## src/rtl/if_pc_redirect_pkg.sv

```systemverilog
// Shared encodings for the IF-stage PC sequencer.
// Early-jump codes from ID and fetch FSM states.
package if_pc_redirect_pkg;

  localparam logic [1:0] EJ_JAL  = 2'b01;
  localparam logic [1:0] EJ_JALR = 2'b10;

  typedef enum logic {
    RUN  = 1'b0,
    PEND = 1'b1
  } fetch_state_e;

  typedef enum logic [1:0] {
    SRC_SEQ = 2'b00,
    SRC_ID  = 2'b01,
    SRC_EX  = 2'b10
  } redir_src_e;

endpackage

```

## src/rtl/if_redirect_arb.sv

```systemverilog
// Redirect priority select: EX branch over ID early jump.
// Produces target, flush strobes and misalignment flag.
module if_redirect_arb
  import if_pc_redirect_pkg::*;
#(
  parameter int IAW = 32
) (
  input  logic           i_en,
  input  logic [1:0]     i_early_jump,
  input  logic [IAW-1:0] i_jal_res,
  input  logic [IAW-1:0] i_jalr_res,
  input  logic           i_br_taken,
  input  logic [IAW-1:0] i_br_target,
  output logic           o_redirect,
  output logic [IAW-1:0] o_target,
  output logic           o_flush_id,
  output logic           o_flush_ex,
  output logic           o_misalign
);

  redir_src_e     w_src;
  logic [IAW-1:0] w_tgt;

  always_comb begin
    w_src = SRC_SEQ;
    w_tgt = '0;
    priority case (1'b1)
      i_br_taken: begin
        w_src = SRC_EX;
        w_tgt = i_br_target;
      end
      (i_early_jump == EJ_JAL): begin
        w_src = SRC_ID;
        w_tgt = i_jal_res;
      end
      (i_early_jump == EJ_JALR): begin
        w_src = SRC_ID;
        w_tgt = {i_jalr_res[IAW-1:1], 1'b0};
      end
      default: begin
        w_src = SRC_SEQ;
        w_tgt = '0;
      end
    endcase
  end

  // the ID instruction is itself wrong-path when EX redirects
  assign o_redirect = i_en & (w_src != SRC_SEQ);
  assign o_target   = w_tgt;
  assign o_flush_id = o_redirect;
  assign o_flush_ex = i_en & (w_src == SRC_EX);
  assign o_misalign = o_redirect & w_tgt[1];

endmodule

```

## src/rtl/if_pc_redirect.sv

```systemverilog
// IF-stage PC sequencer: fetch PC, imem handshake,
// pending redirect while imem is busy.
module if_pc_redirect
  import if_pc_redirect_pkg::*;
#(
  parameter int INST_ADDR_WIDTH = 32,
  parameter logic [INST_ADDR_WIDTH-1:0] RESET_PC = '0
) (
  input  logic                       clk,
  input  logic                       rst_n,
  input  logic                       stall_IF,
  input  logic [1:0]                 early_jump,
  input  logic [INST_ADDR_WIDTH-1:0] early_jump_jal_res,
  input  logic [INST_ADDR_WIDTH-1:0] early_jump_jalr_res,
  input  logic                       branch_taken_EX,
  input  logic [INST_ADDR_WIDTH-1:0] branch_target_EX,
  input  logic                       imem_ready,
  output logic                       imem_req,
  output logic [INST_ADDR_WIDTH-1:0] imem_addr,
  output logic [INST_ADDR_WIDTH-1:0] PC_IF,
  output logic                       inst_valid_IF,
  output logic                       flush_ID,
  output logic                       flush_EX,
  output logic                       misalign_err
);

  localparam int IAW = INST_ADDR_WIDTH;
  localparam logic [IAW-1:0] PC_STEP = IAW'(4);

  fetch_state_e   r_state;
  logic           r_req;
  logic [IAW-1:0] r_pc;
  logic [IAW-1:0] r_tgt;

  logic           w_redirect;
  logic [IAW-1:0] w_target;

  if_redirect_arb #(
    .IAW(IAW)
  ) u_arb (
    .i_en        (rst_n),
    .i_early_jump(early_jump),
    .i_jal_res   (early_jump_jal_res),
    .i_jalr_res  (early_jump_jalr_res),
    .i_br_taken  (branch_taken_EX),
    .i_br_target (branch_target_EX),
    .o_redirect  (w_redirect),
    .o_target    (w_target),
    .o_flush_id  (flush_ID),
    .o_flush_ex  (flush_EX),
    .o_misalign  (misalign_err)
  );

  always_ff @(posedge clk) begin
    if (!rst_n) begin
      r_state <= RUN;
      r_req   <= 1'b0;
      r_pc    <= RESET_PC;
      r_tgt   <= '0;
    end else begin
      r_req <= 1'b1;
      // no request outstanding yet, so the address may move freely
      if (!r_req) begin
        if (w_redirect) r_pc <= w_target;
      end else begin
        unique case (r_state)
          RUN: begin
            if (imem_ready) begin
              if (w_redirect) r_pc <= w_target;
              else if (!stall_IF) r_pc <= r_pc + PC_STEP;
            end else if (w_redirect) begin
              r_tgt   <= w_target;
              r_state <= PEND;
            end
          end
          PEND: begin
            if (imem_ready) begin
              r_pc    <= w_redirect ? w_target : r_tgt;
              r_state <= RUN;
            end else if (w_redirect) begin
              r_tgt <= w_target;
            end
          end
          default: r_state <= RUN;
        endcase
      end
    end
  end

  assign imem_req      = r_req;
  assign imem_addr     = r_pc;
  assign PC_IF         = r_pc;
  assign inst_valid_IF = rst_n & r_req & (r_state == RUN) & imem_ready
                       & ~w_redirect & ~stall_IF;

endmodule

```

## config.mk

```make
export PLATFORM = sky130hd
export DESIGN_NAME = if_pc_redirect
export DESIGN_NICKNAME = d
export VERILOG_FILES = /design/src/rtl/if_pc_redirect_pkg.sv /design/src/rtl/if_redirect_arb.sv /design/src/rtl/if_pc_redirect.sv
export SDC_FILE = /design/constraint.sdc
export NUM_CORES = 1
export LEC_CHECK = 0
export CORE_MARGIN = 5
export CORE_UTILIZATION = 35
export CTS_CLUSTER_SIZE = 28
export DETAILED_ROUTE_END_ITERATION = 16
export HOLD_SLACK_MARGIN = 0.02
export PLACE_DENSITY = 0.65
export REMOVE_ABC_BUFFERS = 1
export SLEW_MARGIN = 20
export SYNTH_ARGS = -nofsm -noshare
export SYNTH_HDL_FRONTEND = slang
export SYNTH_SLANG_ARGS = --single-unit
```

## constraint.sdc

```tcl
create_clock -name clk -period 6.7 [get_ports clk]
set_clock_uncertainty 0.2 [all_clocks]
set_input_delay 2.01 -clock clk [delete_from_list [all_inputs] [get_ports clk]]
set_output_delay 2.01 -clock clk [all_outputs]
set_load 0.005 [all_outputs]
```

-- Word level (Yosys, flattened, before mapping)
Cells that the tools add are included.
- output and inout port bits: 69
- bits of input ports: 103
- register bits: 66
- logic and storage cells: 47
- bitwise gates (word level): 12
- multiplexer cells: 20
- $add $sub $neg: 1
- reductions and logical operators: 4
- equal/unequal tests: 6
- operators with widths (operator ; count):
    $mux W32 ; 11
    $pmux W32 S2 ; 1
    $add A32 B3 Y32 const B ; 1
    $and A1 B1 Y1 ; 8
    $mux W1 ; 6
    $ne A3 B3 Y1 const B ; 2
    $eq A2 B2 Y1 const B ; 2
    $not A1 Y1 ; 4
    $reduce_and A4 Y1 ; 1
    $reduce_bool A2 Y1 ; 2
    $ne A3 B2 Y1 const B ; 1
    $eq A2 B1 Y1 const B ; 1
    $mux W2 ; 1
    $pmux W1 S2 ; 1
    $reduce_and A2 Y1 ; 1

-- Logic depth before layout (Yosys ltp)
- depth in word-level cells: 10
- gate-level depth with buffers: 10

-- Modules after synthesis
From an unflattened synthesis, not the netlist that was laid out.
- cells, all modules: 701
- area total of the unflattened synthesis: 4782.1 µm²
- modules (own cells, without submodules) (module ; instances ; sequential area each (µm²) ; area an instance (µm²) ; cells an instance):
    if_pc_redirect ; 1 ; 1321.3 ; 3881.2 ; 550
    if_redirect_arb ; 1 ; 0.0 ; 900.9 ; 151

-- Worst setup path after synthesis
No wires, ideal clock.
- kind: input to output
- from: input early_jump[0]
- to: output misalign_err
- arrival time: 2994 ps
- data required time: 4490 ps
- stages: 7
- buffers on the path: 2
- path slack: 1496 ps
- path through: inv_1 -> ha_1 -> nand2b_1 -> buf_2 -> nand2_1 -> clkbuf_1 -> nor2_1
- word-level cells in the longest chain between the ends: 7
- ends and longest elaborated chain (item ; RTL line ; text):
    start: declaration ; if_pc_redirect.sv:12 ; input logic [1:0] early_jump,
    $eq A2 B2 Y1 ; if_redirect_arb.sv:36 ; (i_early_jump == EJ_JALR): begin
    $mux W1 (2 in a row) ; if_redirect_arb.sv:27 ; priority case (1'b1)
    $mux W2 ; if_redirect_arb.sv:27 ;
    $reduce_bool A2 Y1 ; if_redirect_arb.sv:48 ; assign o_redirect = i_en & (w_src != SRC_SEQ);
    $and A1 B1 Y1 ; if_redirect_arb.sv:48 ;
    $and A1 B1 Y1 (*) ; if_redirect_arb.sv:52 ; assign o_misalign = o_redirect & w_tgt[1];
    end: declaration ; if_pc_redirect.sv:24 ; output logic misalign_err
Mark *: on every way between the ends. The rest lies on a longest branch, timed or not.

-- Worst setup path in the final report
- from: input early_jump[0]
- to: output inst_valid_IF
- word-level cells in the longest chain between the ends: 9
- ends and longest elaborated chain (item ; RTL line ; text):
    $eq A2 B2 Y1 ; if_redirect_arb.sv:36 ;
    $mux W1 ; if_redirect_arb.sv:27 ;
    $mux W1 (*) ; if_redirect_arb.sv:27 ;
    $mux W2 (*) ; if_redirect_arb.sv:27 ;
    $reduce_bool A2 Y1 (*) ; if_redirect_arb.sv:48 ;
    $and A1 B1 Y1 (*) ; if_redirect_arb.sv:48 ;
    $not A1 Y1 (*) ; if_pc_redirect.sv:94 ; & ~w_redirect & ~stall_IF;
    $and A1 B1 Y1 (*) (2 in a row) ; if_pc_redirect.sv:94 ;
    end: declaration ; if_pc_redirect.sv:21 ; output logic inst_valid_IF,
Marked as above.

==> flow_summary.yaml <==
pwr:
  leakage_nw: 2.308
  pwr_density_cell_nw_per_um2: 188.7
  ir_drop_mv: 0.1175
worst_setup_path:
  crit_path_end_kind: "output pin"
  crit_type: "input port to output pin"
  cpPeakStageDelay_ns: 0.56
  worstPathCellList: "clkdlybuf4s50_1 > inv_1 > ha_1 > nor2b_1 > nand4_1 > nor2_1 > clkdlybuf4s50_1"
  critPathRequiredTime_ns: 4.49
  r2r_start: "imem_req"
  crit_arrival_ns: 4.23
  slowest_stage: "clkdlybuf4s50_1"
  worstSetupStartpointType: "input port"
  critPathMostFrequentCell: "clkdlybuf4s50_1"
  crit_buf_inv: 3
  crit_start: "early_jump[0]"
  critPathMaxFanout: 4
  crit_family: "buffers and inverters"
logic_synthesis:
  synth_flop_cell: "dfxtp_1"
  syn_area_um2: 4740
  netlist_instances: 660
  synth.avg_cell_area_um2: 7.181
  ys_warn_count: 0
  synth_edf_count: 0
  seq_area_frac_synth: 0.2788
  synth_seq_cells: 66
  async_reset_ff_frac: 0
  yosysUniqueCellTypes: 64
floorplanning:
  rows: 42
  die_area_um2: 15970
  io_pins: 172
  die_y_um: 126.4
  start_util: 0.3579
  die_x_um: 126.4
  core_area_um2: 13240
finish:
  drive_above_1_share: 0.07673
  fillCellCount: 1296
  n_antenna_cell: 0
  layout_commonest_cell: "clkdlybuf4s50_1"
  fin_nets: 883
  syn2layout_area_growth_pct: 40.42
  final_cell_mix: "169 x clkdlybuf4s50_1, 79 x nand2_1, 66 x dfxtp_1, 66 x a21oi_1"
global_route:
  grt_antenna_before_repair: 0
  grt_usage: 0.2130
  grt_overflow_total: 0
  grt_max_degree: 49
  grt_pass1_wl_um: 27660
  first_global_vias: 5367
clock_tree:
  clk_pin_slew_ns: 0.05
  cts_resized: 0
  cts_buffers: 9
  clk_latency_ns: 0.34
  cts_tree: "done"
  ctsHoldBuffers: 0
  cts.path.max_buffers: 2
  cts_setup_buffers: 0
  clock_sinks: 66
  root_buffer: "clkbuf_16"
  cts.htree.levels: 3
placement:
  hpwl_um: 12690
  gp_congestion: 0.8525
  port_buffers: 170
sta:
  tns_ns: 0
  hold_violations: 0
  finalMaxSlewViolations: 0
  finalCriticalPeriod_ns: 6.435
  max_freq_ghz: 0.1554
  min_period_over_period: 0.9605
  whs_ns: 0.2534
  rsz0062_at_grt: "false"
  finalSetupViolations: 0
  tightestPinTransition_ns: 1.123
  slew_headroom: 0.2441
run_status:
  status: "finished clean"
detailed_routing:
  wl_per_cell_um: 18.36
  first_pass_iters: 5
  vias: 5437
  avgViaCountPerCell: 5.675
  routed_wl_um: 17590
  drc: 0
  ant_nets: 0
  drtIter0Drc: 359
run:
  cap_viol_max_count: 0
worst_hold_path:
  hold_path.startpoint: "r_tgt[20]"
  hold_class: "register to register"
-- final cells by class --
type                       count  area (um^2)  share of cell area
timing repair buffer         191         1854              0.2786
multi-input combinational    491         2900              0.4358
clock buffer                  12        266.5             0.04005
inverter                      18        67.56             0.01015
tap                          176        220.2             0.03309
sequential                    66         1321              0.1985
clock inverter                 4        25.02            0.003760
-- synthesized netlist by cell type (6+ instances only) --
cell type / n / area share
nand2b_1: 6 / 0.0079
a21oi_1: 66 / 0.070
nor2_1: 51 / 0.040
a22oi_1: 9 / 0.014
nand4_1: 8 / 0.011
o21a_1: 8 / 0.013
o211ai_1: 7 / 0.011
o22ai_1: 7 / 0.0092
clkbuf_1: 38 / 0.030
xnor2_1: 6 / 0.011
xor2_1: 7 / 0.013
a31o_2: 10 / 0.018
nand3b_1: 14 / 0.022
nand2_1: 79 / 0.063
nor2b_1: 10 / 0.013
buf_2: 9 / 0.0095
o21ai_0: 51 / 0.054
buf_4: 34 / 0.054
nor3_1: 19 / 0.020
nand3_1: 20 / 0.021
dfxtp_1: 66 / 0.28
inv_1: 16 / 0.013
a211oi_1: 7 / 0.011
a31oi_1: 11 / 0.015
-- layer usage --
layer  track usage  share of wire  vias up
met2        0.3571           0.47      229
met4       0.07445          0.014        0
met5             0              0        -
li1              -              -     2618
met3       0.03489          0.071       17
met1        0.2773           0.44     2573
-- final timing paths --
kind | end | slack (ns) | cells past startpoint
worst max-delay path | inst_valid_IF | 0.26 | 7
worst min-delay path | r_tgt[20] | 0.25 | 2
worst max register to register | r_tgt[1] | 3.60 | 5
worst min register to register | r_tgt[20] | 0.25 | 2
-- worst min-delay path, cell delays in order (launching register included) --
cell and delay, ns:
dfxtp_1 0.30, nand2_1 0.05, a21oi_1 0.05
-- sequential cells by signal, summed over array words and instances (netlist names) --
signal / count
PC_IF: 32
r_tgt: 32
r_state: 1
imem_req: 1
-- per-stage QoR --
stage                     power, mW  instances  setup slack [ns]  instance area [um^2]  utilization
final                         1.256        958            0.2649                  6655       0.5026
after global placement       0.7991        942            0.3292                  6364       0.4805
after global routing          1.313        958            0.1435                  6655       0.5026
after floorplan              0.5967        575             1.209                  4282            -
after CTS                     1.265        958            0.3037                  6655       0.5026
after detailed placement     0.8048        942            0.3017                  6364       0.4805
-- kinds of logic after synthesis --
group                      after synthesis  share of synthesized area
AOI/OAI and AO/OA                      230                     0.3149
xor gates and xnor gates                13                    0.02402
adders and majority gates                3                   0.007921
buffers and inverters                  103                     0.1109
DFF                                     66                     0.2788
muxes                                    6                    0.01294
and+or+nand+nor                        239                     0.2505
-- power breakdown --
part	leakage (nW)	switching (mW)	internal, mW
registers	0.540	0.0401	0.418
clock network	0.141	0.179	0.279
logic	1.63	0.156	0.185
Power figures use the tool's default switching activity.
